--- config.mk ---
export PLATFORM = sky130hd
export DESIGN_NAME = i2c_master_tx_flat
export DESIGN_NICKNAME = d
export VERILOG_FILES = /design/src/rtl/i2c_master_tx_if.sv /design/src/rtl/i2c_master_tx.sv /design/src/flat_wrapper.sv
export SDC_FILE = /design/constraint.sdc
export NUM_CORES = 1
export LEC_CHECK = 0
export ABC_CLOCK_PERIOD_IN_PS = 2300
export CAP_MARGIN = 5
export CORE_AREA = 2 2 70 72
export DETAILED_ROUTE_END_ITERATION = 7
export DIE_AREA = 0 0 72 74
export PLACE_DENSITY_LB_ADDON = 0.08
export SLEW_MARGIN = 30
export SYNTH_ARGS = -nofsm -noshare
export SYNTH_HDL_FRONTEND = slang
export SYNTH_SLANG_ARGS = --single-unit
export TNS_END_PERCENT = 1
--- constraint.sdc ---
create_clock -name clk -period 2.3 [get_ports clk]
set_input_delay 0.69 -clock clk [delete_from_list [all_inputs] [get_ports clk]]
set_output_delay 0.69 -clock clk [all_outputs]
set_load 0.02 [all_outputs]
--- src/rtl/i2c_master_tx_if.sv ---
// Control and bus bundle for the write-only I2C master.
// master: start/tx_data/sda_in in; scl_out/sda_out/busy/done/ack_err out.
interface i2c_master_tx_if #(
  parameter int DATA_W = 12
);
  logic              start;
  logic [DATA_W-1:0] tx_data;
  logic              scl_out;
  logic              sda_out;
  logic              sda_in;
  logic              busy;
  logic              done;
  logic              ack_err;

  modport master (
    input  start, tx_data, sda_in,
    output scl_out, sda_out, busy, done, ack_err
  );

  modport slave (
    output start, tx_data, sda_in,
    input  scl_out, sda_out, busy, done, ack_err
  );
endinterface

--- src/rtl/i2c_master_tx.sv ---
// Write-only I2C master: START, {addr,W}, two data bytes, STOP.
// Ports: clk, rst (sync high), bus (start/tx_data/sda_in -> scl/sda/busy/done/ack_err).
module i2c_master_tx #(
  parameter int         CLK_DIV    = 10,
  parameter logic [6:0] SLAVE_ADDR = 7'd52
) (
  input logic           clk,
  input logic           rst,
  i2c_master_tx_if.master bus
);

  localparam int QW = $clog2(CLK_DIV);
  localparam logic [QW-1:0] QMAX = QW'(CLK_DIV - 1);

  typedef enum logic [2:0] {
    S_IDLE, S_START, S_BYTE, S_ACK, S_STOP
  } state_t;

  state_t          state_q, state_d;
  logic [QW-1:0]   qcnt_q, qcnt_d;
  logic [1:0]      phase_q, phase_d;
  logic [2:0]      bit_q, bit_d;
  logic [1:0]      byte_q, byte_d;
  logic [7:0]      shift_q, shift_d;
  logic [11:0]     data_q, data_d;
  logic            busy_q, busy_d;
  logic            done_q, done_d;
  logic            ack_err_q, ack_err_d;
  logic            scl_q, scl_d;
  logic            sda_q, sda_d;
  logic            wrap;

  assign wrap = (qcnt_q == QMAX);

  always_ff @(posedge clk) begin
    if (rst) begin
      state_q   <= S_IDLE;
      qcnt_q    <= '0;
      phase_q   <= '0;
      bit_q     <= '0;
      byte_q    <= '0;
      shift_q   <= '0;
      data_q    <= '0;
      busy_q    <= 1'b0;
      done_q    <= 1'b0;
      ack_err_q <= 1'b0;
      scl_q     <= 1'b1;
      sda_q     <= 1'b1;
    end else begin
      state_q   <= state_d;
      qcnt_q    <= qcnt_d;
      phase_q   <= phase_d;
      bit_q     <= bit_d;
      byte_q    <= byte_d;
      shift_q   <= shift_d;
      data_q    <= data_d;
      busy_q    <= busy_d;
      done_q    <= done_d;
      ack_err_q <= ack_err_d;
      scl_q     <= scl_d;
      sda_q     <= sda_d;
    end
  end

  always_comb begin
    state_d   = state_q;
    qcnt_d    = qcnt_q;
    phase_d   = phase_q;
    bit_d     = bit_q;
    byte_d    = byte_q;
    shift_d   = shift_q;
    data_d    = data_q;
    busy_d    = busy_q;
    done_d    = 1'b0;
    ack_err_d = ack_err_q;
    scl_d     = 1'b1;
    sda_d     = 1'b1;

    if (state_q != S_IDLE) begin
      qcnt_d = wrap ? '0 : qcnt_q + 1'b1;
      if (wrap) phase_d = phase_q + 2'd1;
    end

    unique case (state_q)
      S_IDLE: begin
        qcnt_d  = '0;
        phase_d = '0;
        if (bus.start) begin
          state_d   = S_START;
          shift_d   = {SLAVE_ADDR, 1'b0};
          data_d    = bus.tx_data;
          ack_err_d = 1'b0;
          byte_d    = '0;
          bit_d     = 3'd7;
          busy_d    = 1'b1;
        end
      end
      S_START: begin
        if (wrap && phase_q == 2'd2) begin
          state_d = S_BYTE;
          phase_d = '0;
        end
      end
      S_BYTE: begin
        if (wrap && phase_q == 2'd3) begin
          if (bit_q == 3'd0) begin
            state_d = S_ACK;
          end else begin
            bit_d   = bit_q - 3'd1;
            shift_d = {shift_q[6:0], 1'b0};
          end
        end
      end
      S_ACK: begin
        if (wrap && phase_q == 2'd2 && bus.sda_in)
          ack_err_d = 1'b1;
        // ack_err_q only rises inside this frame, so it marks a NACK here
        if (wrap && phase_q == 2'd3) begin
          if (ack_err_q || byte_q == 2'd2) begin
            state_d = S_STOP;
          end else begin
            state_d = S_BYTE;
            byte_d  = byte_q + 2'd1;
            bit_d   = 3'd7;
            shift_d = (byte_q == 2'd0) ? data_q[11:4]
                                       : {data_q[3:0], 4'h0};
          end
        end
      end
      S_STOP: begin
        if (wrap && phase_q == 2'd2) begin
          state_d = S_IDLE;
          phase_d = '0;
          busy_d  = 1'b0;
          done_d  = 1'b1;
        end
      end
      default: state_d = S_IDLE;
    endcase

    // Line levels come from the next state so the registered
    // outputs line up with the state they belong to.
    unique case (state_d)
      S_START: begin
        scl_d = (phase_d != 2'd2);
        sda_d = (phase_d == 2'd0);
      end
      S_BYTE: begin
        scl_d = phase_d[0] ^ phase_d[1];
        sda_d = shift_d[7];
      end
      S_ACK: begin
        scl_d = phase_d[0] ^ phase_d[1];
      end
      S_STOP: begin
        scl_d = (phase_d != 2'd0);
        sda_d = (phase_d == 2'd2);
      end
      default: ;
    endcase
  end

  assign bus.scl_out = scl_q;
  assign bus.sda_out = sda_q;
  assign bus.busy    = busy_q;
  assign bus.done    = done_q;
  assign bus.ack_err = ack_err_q;

endmodule

--- src/flat_wrapper.sv ---
// flat-port wrapper written by rule: the top's interface ports become plain ports
module i2c_master_tx_flat 
#(
  parameter int         CLK_DIV    = 10,
  parameter logic [6:0] SLAVE_ADDR = 7'd52
)
  (clk, rst, bus_start, bus_tx_data, bus_sda_in, bus_scl_out, bus_sda_out, bus_busy, bus_done, bus_ack_err);
  i2c_master_tx_if bus_i ();
  input logic clk;
  input logic rst;
  input wire logic [$bits(bus_i.start)-1:0] bus_start;
  input wire logic [$bits(bus_i.tx_data)-1:0] bus_tx_data;
  input wire logic [$bits(bus_i.sda_in)-1:0] bus_sda_in;
  output wire logic [$bits(bus_i.scl_out)-1:0] bus_scl_out;
  output wire logic [$bits(bus_i.sda_out)-1:0] bus_sda_out;
  output wire logic [$bits(bus_i.busy)-1:0] bus_busy;
  output wire logic [$bits(bus_i.done)-1:0] bus_done;
  output wire logic [$bits(bus_i.ack_err)-1:0] bus_ack_err;
  assign bus_i.start = bus_start;
  assign bus_i.tx_data = bus_tx_data;
  assign bus_i.sda_in = bus_sda_in;
  assign bus_scl_out = bus_i.scl_out;
  assign bus_sda_out = bus_i.sda_out;
  assign bus_busy = bus_i.busy;
  assign bus_done = bus_i.done;
  assign bus_ack_err = bus_i.ack_err;
  i2c_master_tx #(.CLK_DIV(CLK_DIV), .SLAVE_ADDR(SLAVE_ADDR)) u_core (.clk(clk), .rst(rst), .bus(bus_i));
endmodule
==> results of run 1 <==
-- metrics by stage --
stage | hold WS (ps) | setup slack [ps] | instances | total power [mW] | area, µm²
finish | 458 | 219 | 313 | 1.44 | 2370
global route | 474 | 46.7 | 313 | 1.51 | 2370
CTS | 458 | 174 | 313 | 1.47 | 2370
detailed placement | 446 | 54.4 | 305 | 0.885 | 2260
global placement | 444 | 63.2 | 305 | 0.884 | 2260
floorplan | 432 | 288 | 234 | 0.821 | 1980
-- tightest hold or removal path, cell delays in order (launching register included) --
cell and delay, ps:
dfxtp_1 310, nand2_1 50, a21oi_1 50
-- state kept, by name, summed over array words and instances (netlist names) --
register / cells
u_core.data_q: 12
u_core.shift_q: 8
u_core.qcnt_q: 4
u_core.bit_q: 3
u_core.state_q: 3
u_core.byte_q: 2
u_core.phase_q: 2
u_core.bus.ack_err: 1
u_core.bus.busy: 1
u_core.bus.done: 1
u_core.bus.scl_out: 1
u_core.bus.sda_out: 1
-- path summary, 6_finish.rpt --
path	from	endpoint	slack [ps]	cells after the start
max	u_core.qcnt_q[1]	u_core.bus.sda_out	220	8
min	u_core.data_q[1]	u_core.data_q[1]	460	2
max reg2reg	u_core.qcnt_q[1]	u_core.bus.sda_out	220	8
min reg2reg	u_core.data_q[1]	u_core.data_q[1]	460	2
-- layout make-up --
class / count / area [µm²] / share of cell area
multi-input cells: 170 / 1090 / 0.461
flip-flops and latches: 39 / 781 / 0.329
repair buffers: 29 / 268 / 0.113
clock buffers: 5 / 68.8 / 0.0290
well taps: 54 / 67.6 / 0.0285
inverters: 13 / 48.8 / 0.0206
clock inverters: 3 / 43.8 / 0.0185
-- cells in the final DEF (no fill, tap or decap), types with 3 or more instances in the layout --
cell / n
a21oi_1: 23
a32oi_1: 3
buf_4: 9
clkbuf_8: 5
clkdlybuf4s50_1: 20
dfxtp_1: 39
ha_1: 8
inv_1: 13
mux2i_1: 6
nand2_1: 40
nand2b_1: 3
nand3_1: 8
nor2_1: 25
o21ai_0: 6
-- cells by family after synthesis --
| kind of cell | synth area share |
|---|---|
| AND/OR/NAND/NOR | 0.251 |
| adder cells (fa/ha/maj) | 0.0562 |
| AO/OA/AOI/OAI | 0.205 |
| multiplexers | 0.0360 |
| XOR/XNOR | 0.00442 |
| buffers and inverters | 0.0537 |
| flip-flops | 0.394 |
-- power by group --
part           internal (mW)  switching [mW]
logic                 0.0735          0.0739
clock network          0.323           0.249
registers              0.701          0.0189
total                   1.10           0.342
-- layer usage --
metal | vias to the layer above | share of wire
met3 | 5 | 0.027
met4 | 0 | 0.014
met5 | - | 0
met2 | 22 | 0.47
met1 | 753 | 0.49
li1 | 866 | -
==> results.cfg, run 1 <==
[clock_network]
clock_latency_ps = 290
cts_hold_buf = 0
postCtsSetupRepairBufs = 0
clk_path_buf_depth = 2
cts_buffers = 5
numClockSinks = 39
clkSlewWorstSetupHoldPaths_ps = 80
cts_tree = yes
htreeDepth = 2
cts_resized = 0
cts_root_buf = clkbuf_8

[power]
ir_drop_mv = 0.375
power.density_nw_per_um2 = 607
power.leakage_nw = 0.866

[logic_synthesis]
synth_cells = 234
synth.area.top_cells = dfxtp_1 39%, nand2_1 7.6%, a21oi_1 5.8%
syn_nets = 258
synth.distinct_cells = 52
synth_top_cell_by_area = dfxtp_1
synth_flop_cell = dfxtp_1
synth_edf_count = 0
yosysSeqAreaShare = 0.394
synthTopCellsByCount = 40 x nand2_1, 39 x dfxtp_1, 25 x nor2_1
netlist_area_um2 = 1980
ys_ff_latch = 39
yosysTopAreaCellShare = 0.394
syn_area_per_cell_um2 = 8.47
synth_warnings = 0
synth_most_common_cell = nand2_1
synthArstFlopShare = 0

[global_route]
grt_use_total = 0.179
grt_pass1_vias = 1550
use_met2 = 0.285
grt_first_pass_wirelength_um = 7410
grt.busiest_layer = met2
antenna_found_initial = 0
met1_usage = 0.244
grtUsageMet3 = 0.0298
grt_max_degree = 17
grt_overflow = 0

[critical_path]
crit_buf_inv = 1
crit_chain = and4bb_1 -> nand2_2 -> maj3_2 -> o221ai_2 -> inv_1 -> ha_1 -> a221oi_2 -> nand3_1
end_kind = register
cp_top_family = simple AND/OR/NAND/NOR gates
slowest_stage = dfxtp_1
path_class = reg2reg
arrival_ps = 2250
max_stage_delay_ps = 360
startpoint_type = register
cp_max_fo = 7
cp_data_required_time_ps = 2470

[timing]
fin_crit_sh = 0.905
max_freq_mhz = 480
fin_tns_setup_ps = 0
maxSlewViolCount = 0
rsz0062_at_grt = false
finalHoldViolations = 0
finalClockSkew_ps = 3.90
slew_headroom = 0.578
tightest_slew_ps = 631
setup_viol = 0
fin_crit_ps = 2080

[route]
post_drt_wl_per_cell_um = 13.4
num_vias = 1646
drt_iter0_markers = 88
wirelength_um = 4200
postRouteAntennaNets = 0
dr.pass1.iters = 4
drc = 0
vias_per_cell = 5.26

[job]
drv_cap = 0

[floorplan]
die_w_um = 72
die_y_um = 74
core.rowCount = 25
design.die.area_um2 = 5330
initial_core_util = 0.431
num_io_pins = 21
core_area_um2 = 4600

[cells_and_area]
final_util = 0.516
num-fill-cells = 468
layout-drive-gt1-share = 0.127
n_antenna_cell = 0
syn2layout_area_growth_pct = 19.7
layout.nets = 282

[hold_path]
hp-class = reg2reg

[placement]
dpl.hpwl_um = 3070
gp_congestion = 0.802
port_buffers = 20

[outcome]
run_status = finished, final reports clean
Note: power is estimated with default switching activity, not from simulation.
==> run 2: changes to the inputs <==
Settings changed: CORE_AREA 2 2 70 72 to 2 2 63 65, DIE_AREA 0 0 72 74 to 0 0 65 67.
==> results.cfg, run 2 (synthesized netlist as in run 1, its figures left out) <==
[cells_and_area]
multiInputGateArea_um2 = 1090
mostFrequentLayoutCell = nand2_1
layout.area.seq_um2 = 781
top_regs = u_core.data_q x12, u_core.shift_q x8, u_core.qcnt_q x4
layout.nets = 283
final_cell_mix = 40 x nand2_1, 39 x dfxtp_1, 25 x nor2_1
num-fill-cells = 322
layout-drive-gt1-share = 0.127
largest_register = u_core.data_q
largest_reg_flops = 12
finalNonFillerCells = 308
syn2layout_area_growth_pct = 18.3
n_antenna_cell = 0
fin_area_um2 = 2340

[clock_network]
cts_tree = yes
numClockSinks = 39
clk_path_buf_depth = 2
htreeDepth = 2
clkSlewWorstSetupHoldPaths_ps = 80
clock_latency_ps = 290
cts_resized = 0
cts_hold_buf = 0
cts_root_buf = clkbuf_8
postCtsSetupRepairBufs = 0
cts_buffers = 5

[critical_path]
arrival_ps = 2300
path_class = reg2reg
cp_max_fo = 5
max_stage_delay_ps = 410
startpoint_type = register
r2r_start = u_core.qcnt_q[3]
critPathLaunch = u_core.qcnt_q[3]
end_kind = register
crit_chain = and4bb_1 -> nand2_2 -> maj3_2 -> o221ai_2 -> inv_1 -> ha_1 -> a221oi_2 -> nand3_1
cp_data_required_time_ps = 2470
slowest_stage = dfxtp_1

[route]
dr.pass1.iters = 4
drt_iter0_markers = 81
postRouteAntennaNets = 0
drc = 0
vias_per_cell = 5.49
wirelength_um = 4050
num_vias = 1691
post_drt_wl_per_cell_um = 13.1

[timing]
tightest_slew_ps = 513
slew_headroom = 0.657
fin_tns_setup_ps = 0
setup_viol = 0
setup_ws_ps = 173
finalClockSkew_ps = 7.19
max_freq_mhz = 470
fin_crit_sh = 0.925
finalHoldViolations = 0
rsz0062_at_grt = false
fin_crit_ps = 2130
maxSlewViolCount = 0

[power]
ir_drop_mv = 0.306
p_int_mw = 0.987
power.density_nw_per_um2 = 563
comb_power_share = 0.113
share_seq_of_total_power = 0.544
power.leakage_nw = 0.855
p_sw_mw = 0.332
clock_power_share = 0.343
switching_share = 0.252

[job]
drv_cap = 0

[floorplan]
core.rowCount = 22
num_io_pins = 21
core_area_um2 = 3610
design.die.area_um2 = 4360
die_w_um = 65
initial_core_util = 0.550
die_y_um = 67

[placement]
dpl.hpwl_um = 2980
post-place-ws_ps = 35.6
place_inst = 300
port_buffers = 20
placed_cell_area_um2 = 2260
gp_congestion = 0.808

[global_route]
grt_max_degree = 26
grt_first_pass_wirelength_um = 7220
antenna_found_initial = 0
grt_overflow = 0
grt_pass1_vias = 1598
grt_use_total = 0.217

[hold_path]
holdCritStartpoint = u_core.data_q[2]
hp-class = reg2reg

[outcome]
run_status = finished, final reports clean
## run 2: changes by cell type in the layout (fill, tap and decap cells not counted), sizes merged
cell / delta
buf: +1
bufinv: -1
clkbuf: +1
clkinv: -1
clkinvlp: +1
## run 2: worst paths after layout
check	endpoint	slack [ps]	cells past startpoint
max	u_core.bus.sda_out	170	8
min	u_core.data_q[2]	460	2
max reg2reg	u_core.bus.sda_out	170	8
min reg2reg	u_core.data_q[2]	460	2
## run 2: area by class of cell
type / instances / area share
multi-input cells: 170 / 0.467
well taps: 48 / 0.0256
clock buffers: 6 / 0.0309
repair buffers: 30 / 0.117
flip-flops and latches: 39 / 0.333
clock inverters: 2 / 0.00534
inverters: 13 / 0.0208
## run 2: power groups by stage
stage	Clock, mW	Combinational (mW)	Sequential [mW]
after floorplan	0	0.0873	0.733
after global placement	0	0.149	0.733
after detailed placement	0	0.151	0.734
after CTS	0.467	0.151	0.718
after global routing	0.491	0.169	0.721
final	0.452	0.149	0.718
## run 2: per-stage QoR
stage           util  total power [mW]  hold WS [ps]
2_1_floorplan      -             0.821           432
3_3_place_gp   0.627             0.883           444
3_5_place_dp   0.627             0.885           447
4_1_cts        0.650              1.34           458
5_1_grt        0.650              1.38           475
6_report       0.650              1.32           457
## run 2: per-layer routing
| metal | track usage | wire length [µm] | vias to the layer above |
|---|---|---|---|
| met5 | 0 | 0 | - |
| met4 | 0.0878 | 55 | 0 |
| met3 | 0.0574 | 238 | 6 |
| met2 | 0.362 | 1900 | 50 |
| met1 | 0.265 | 1860 | 766 |
| li1 | - | - | 869 |
## run 2: worst max-delay path: cells and delay by family, from the launching register on
family          cells  cell delay (ps)
flops               1              410
compound gates      2              470
fa+ha+maj           2              530
buf+inv             1               80
simple gates        3              520
==> run 3: changes to the inputs <==
Settings changed: ABC_AREA from default to 1, CORE_AREA 2 2 63 65 to 2 2 64 66, DIE_AREA 0 0 65 67 to 0 0 66 68.
==> results.cfg, run 3 <==
[timing]
setup_viol = 0
rsz0062_at_grt = false
fin_crit_ps = 1950
slew_headroom = 0.664
fin_tns_setup_ps = 0
fin_crit_sh = 0.849
max_freq_mhz = 512
finalHoldViolations = 0
maxSlewViolCount = 0
tightest_slew_ps = 500
finalClockSkew_ps = 4.49

[critical_path]
crit_buf_inv = 1
path_class = reg2out
cp_data_required_time_ps = 1610
crit_chain = clkdlybuf4s50_1
end_kind = primary output
rrSetupSlack_ps = 380
arrival_ps = 1260
cp_top_family = buffers and inverters
cp_max_fo = 3
max_stage_delay_ps = 610
slowest_stage = clkdlybuf4s50_1
startpoint_type = register

[clock_network]
cts_tree = yes
postCtsSetupRepairBufs = 0
htreeDepth = 2
numClockSinks = 39
clk_path_buf_depth = 2
cts_root_buf = clkbuf_8
cts_hold_buf = 0
cts_resized = 0
clkSlewWorstSetupHoldPaths_ps = 70
cts_buffers = 5
clock_latency_ps = 290

[logic_synthesis]
yosysTopAreaCellShare = 0.381
syn_area_per_cell_um2 = 6.72
synth.distinct_cells = 25
synth_warnings = 0
synth_cells = 305
synth_top_cell_by_area = dfxtp_1
ys_ff_latch = 39
synthTopCellsByCount = 76 x nand2_1, 54 x nor2_1, 39 x dfxtp_1
syn_nets = 329
synthArstFlopShare = 0
synth_edf_count = 0
synth_flop_cell = dfxtp_1
synth.area.top_cells = dfxtp_1 38%, nand2_1 14%, nor2_1 9.9%
yosysSeqAreaShare = 0.381
synth_most_common_cell = nand2_1
netlist_area_um2 = 2050

[hold_path]
hp-class = reg2reg

[floorplan]
die_w_um = 66
design.die.area_um2 = 4490
core.rowCount = 23
die_y_um = 68
initial_core_util = 0.531
num_io_pins = 21
core_area_um2 = 3860

[cells_and_area]
top_regs = u_core.data_q x12, u_core.shift_q x8, u_core.qcnt_q x4
final_cell_mix = 76 x nand2_1, 54 x nor2_1, 39 x dfxtp_1
largest_register = u_core.data_q
syn2layout_area_growth_pct = 16.7
final_util = 0.620
largest_reg_flops = 12
layout.nets = 351
n_antenna_cell = 0
num-fill-cells = 370
mostFrequentLayoutCell = nand2_1
layout-drive-gt1-share = 0.0823

[power]
ir_drop_mv = 0.356
power.density_nw_per_um2 = 592
power.leakage_nw = 1.03

[route]
drc = 0
post_drt_wl_per_cell_um = 11.3
drt_iter0_markers = 87
vias_per_cell = 4.98
postRouteAntennaNets = 0
wirelength_um = 4280
dr.pass1.iters = 4
num_vias = 1883

[global_route]
antenna_found_initial = 0
grt_overflow = 0
grt_use_total = 0.216
grt_max_degree = 20
grt_first_pass_wirelength_um = 7340
grt_pass1_vias = 1623

[placement]
gp_congestion = 0.898
dpl.hpwl_um = 3220
port_buffers = 20

[job]
drv_cap = 0

[outcome]
run_status = finished, final reports clean
==> run 3: worst min-delay path: cells and delay by family, from the launching register on <==
family                 cells  cell delay, ps
AO/OA/AOI/OAI              1              50
buffers and inverters      1              50
flip-flops                 1             300
==> run 3: stage by stage <==
step	std cells	area, µm²	setup WS, ps	power (mW)	hold slack (ps)
final	378	2390	348	1.42	449
after CTS	378	2390	329	1.43	454
after global placement	370	2290	272	0.924	439
after global routing	378	2390	178	1.49	471
after floorplan	305	2050	670	0.865	425
after detailed placement	370	2290	245	0.927	444
==> run 3: per-layer routing <==
layer / share of wire / global-route usage
met5: 0 / 0
met4: 0.0096 / 0.0791
met3: 0.035 / 0.0559
met2: 0.48 / 0.354
met1: 0.48 / 0.276
==> run 3: where the power goes <==
| group | switching [mW] | internal, mW | total (mW) |
|---|---|---|---|
| Clock | 0.232 | 0.274 | 0.505 |
| Sequential | 0.0172 | 0.712 | 0.729 |
| Combinational | 0.104 | 0.0778 | 0.182 |
| Total | 0.353 | 1.06 | 1.42 |
==> run 3: path summary, 6_finish.rpt <==
kind,to,from,cells after the start
max reg2reg,u_core.bus.sda_out,u_core.state_q[0],12
min,u_core.data_q[1],u_core.data_q[1],2
max,bus_ack_err,u_core.bus.ack_err,1
min reg2reg,u_core.data_q[1],u_core.data_q[1],2
==> run 3: cell families (layout without fill, tap and decap cells) <==
| logic type | count (synthesis) | count (layout) | share of synthesized area |
|---|---|---|---|
| compound gates | 43 | 43 | 0.110 |
| simple gates | 169 | 169 | 0.363 |
| buf+inv | 45 | 68 | 0.0928 |
| xor+xnor | 1 | 1 | 0.00427 |
| fa+ha+maj | 8 | 8 | 0.0488 |
| flops | 39 | 39 | 0.381 |
==> run 3: area by class of cell <==
| class | instances | area [µm²] | share of cell area |
|---|---|---|---|
| clock buffers | 8 | 100 | 0.0419 |
| inverters | 35 | 131 | 0.0549 |
| multi-input cells | 221 | 1080 | 0.451 |
| flip-flops and latches | 39 | 781 | 0.327 |
| well taps | 50 | 62.6 | 0.0262 |
| repair buffers | 25 | 238 | 0.0994 |
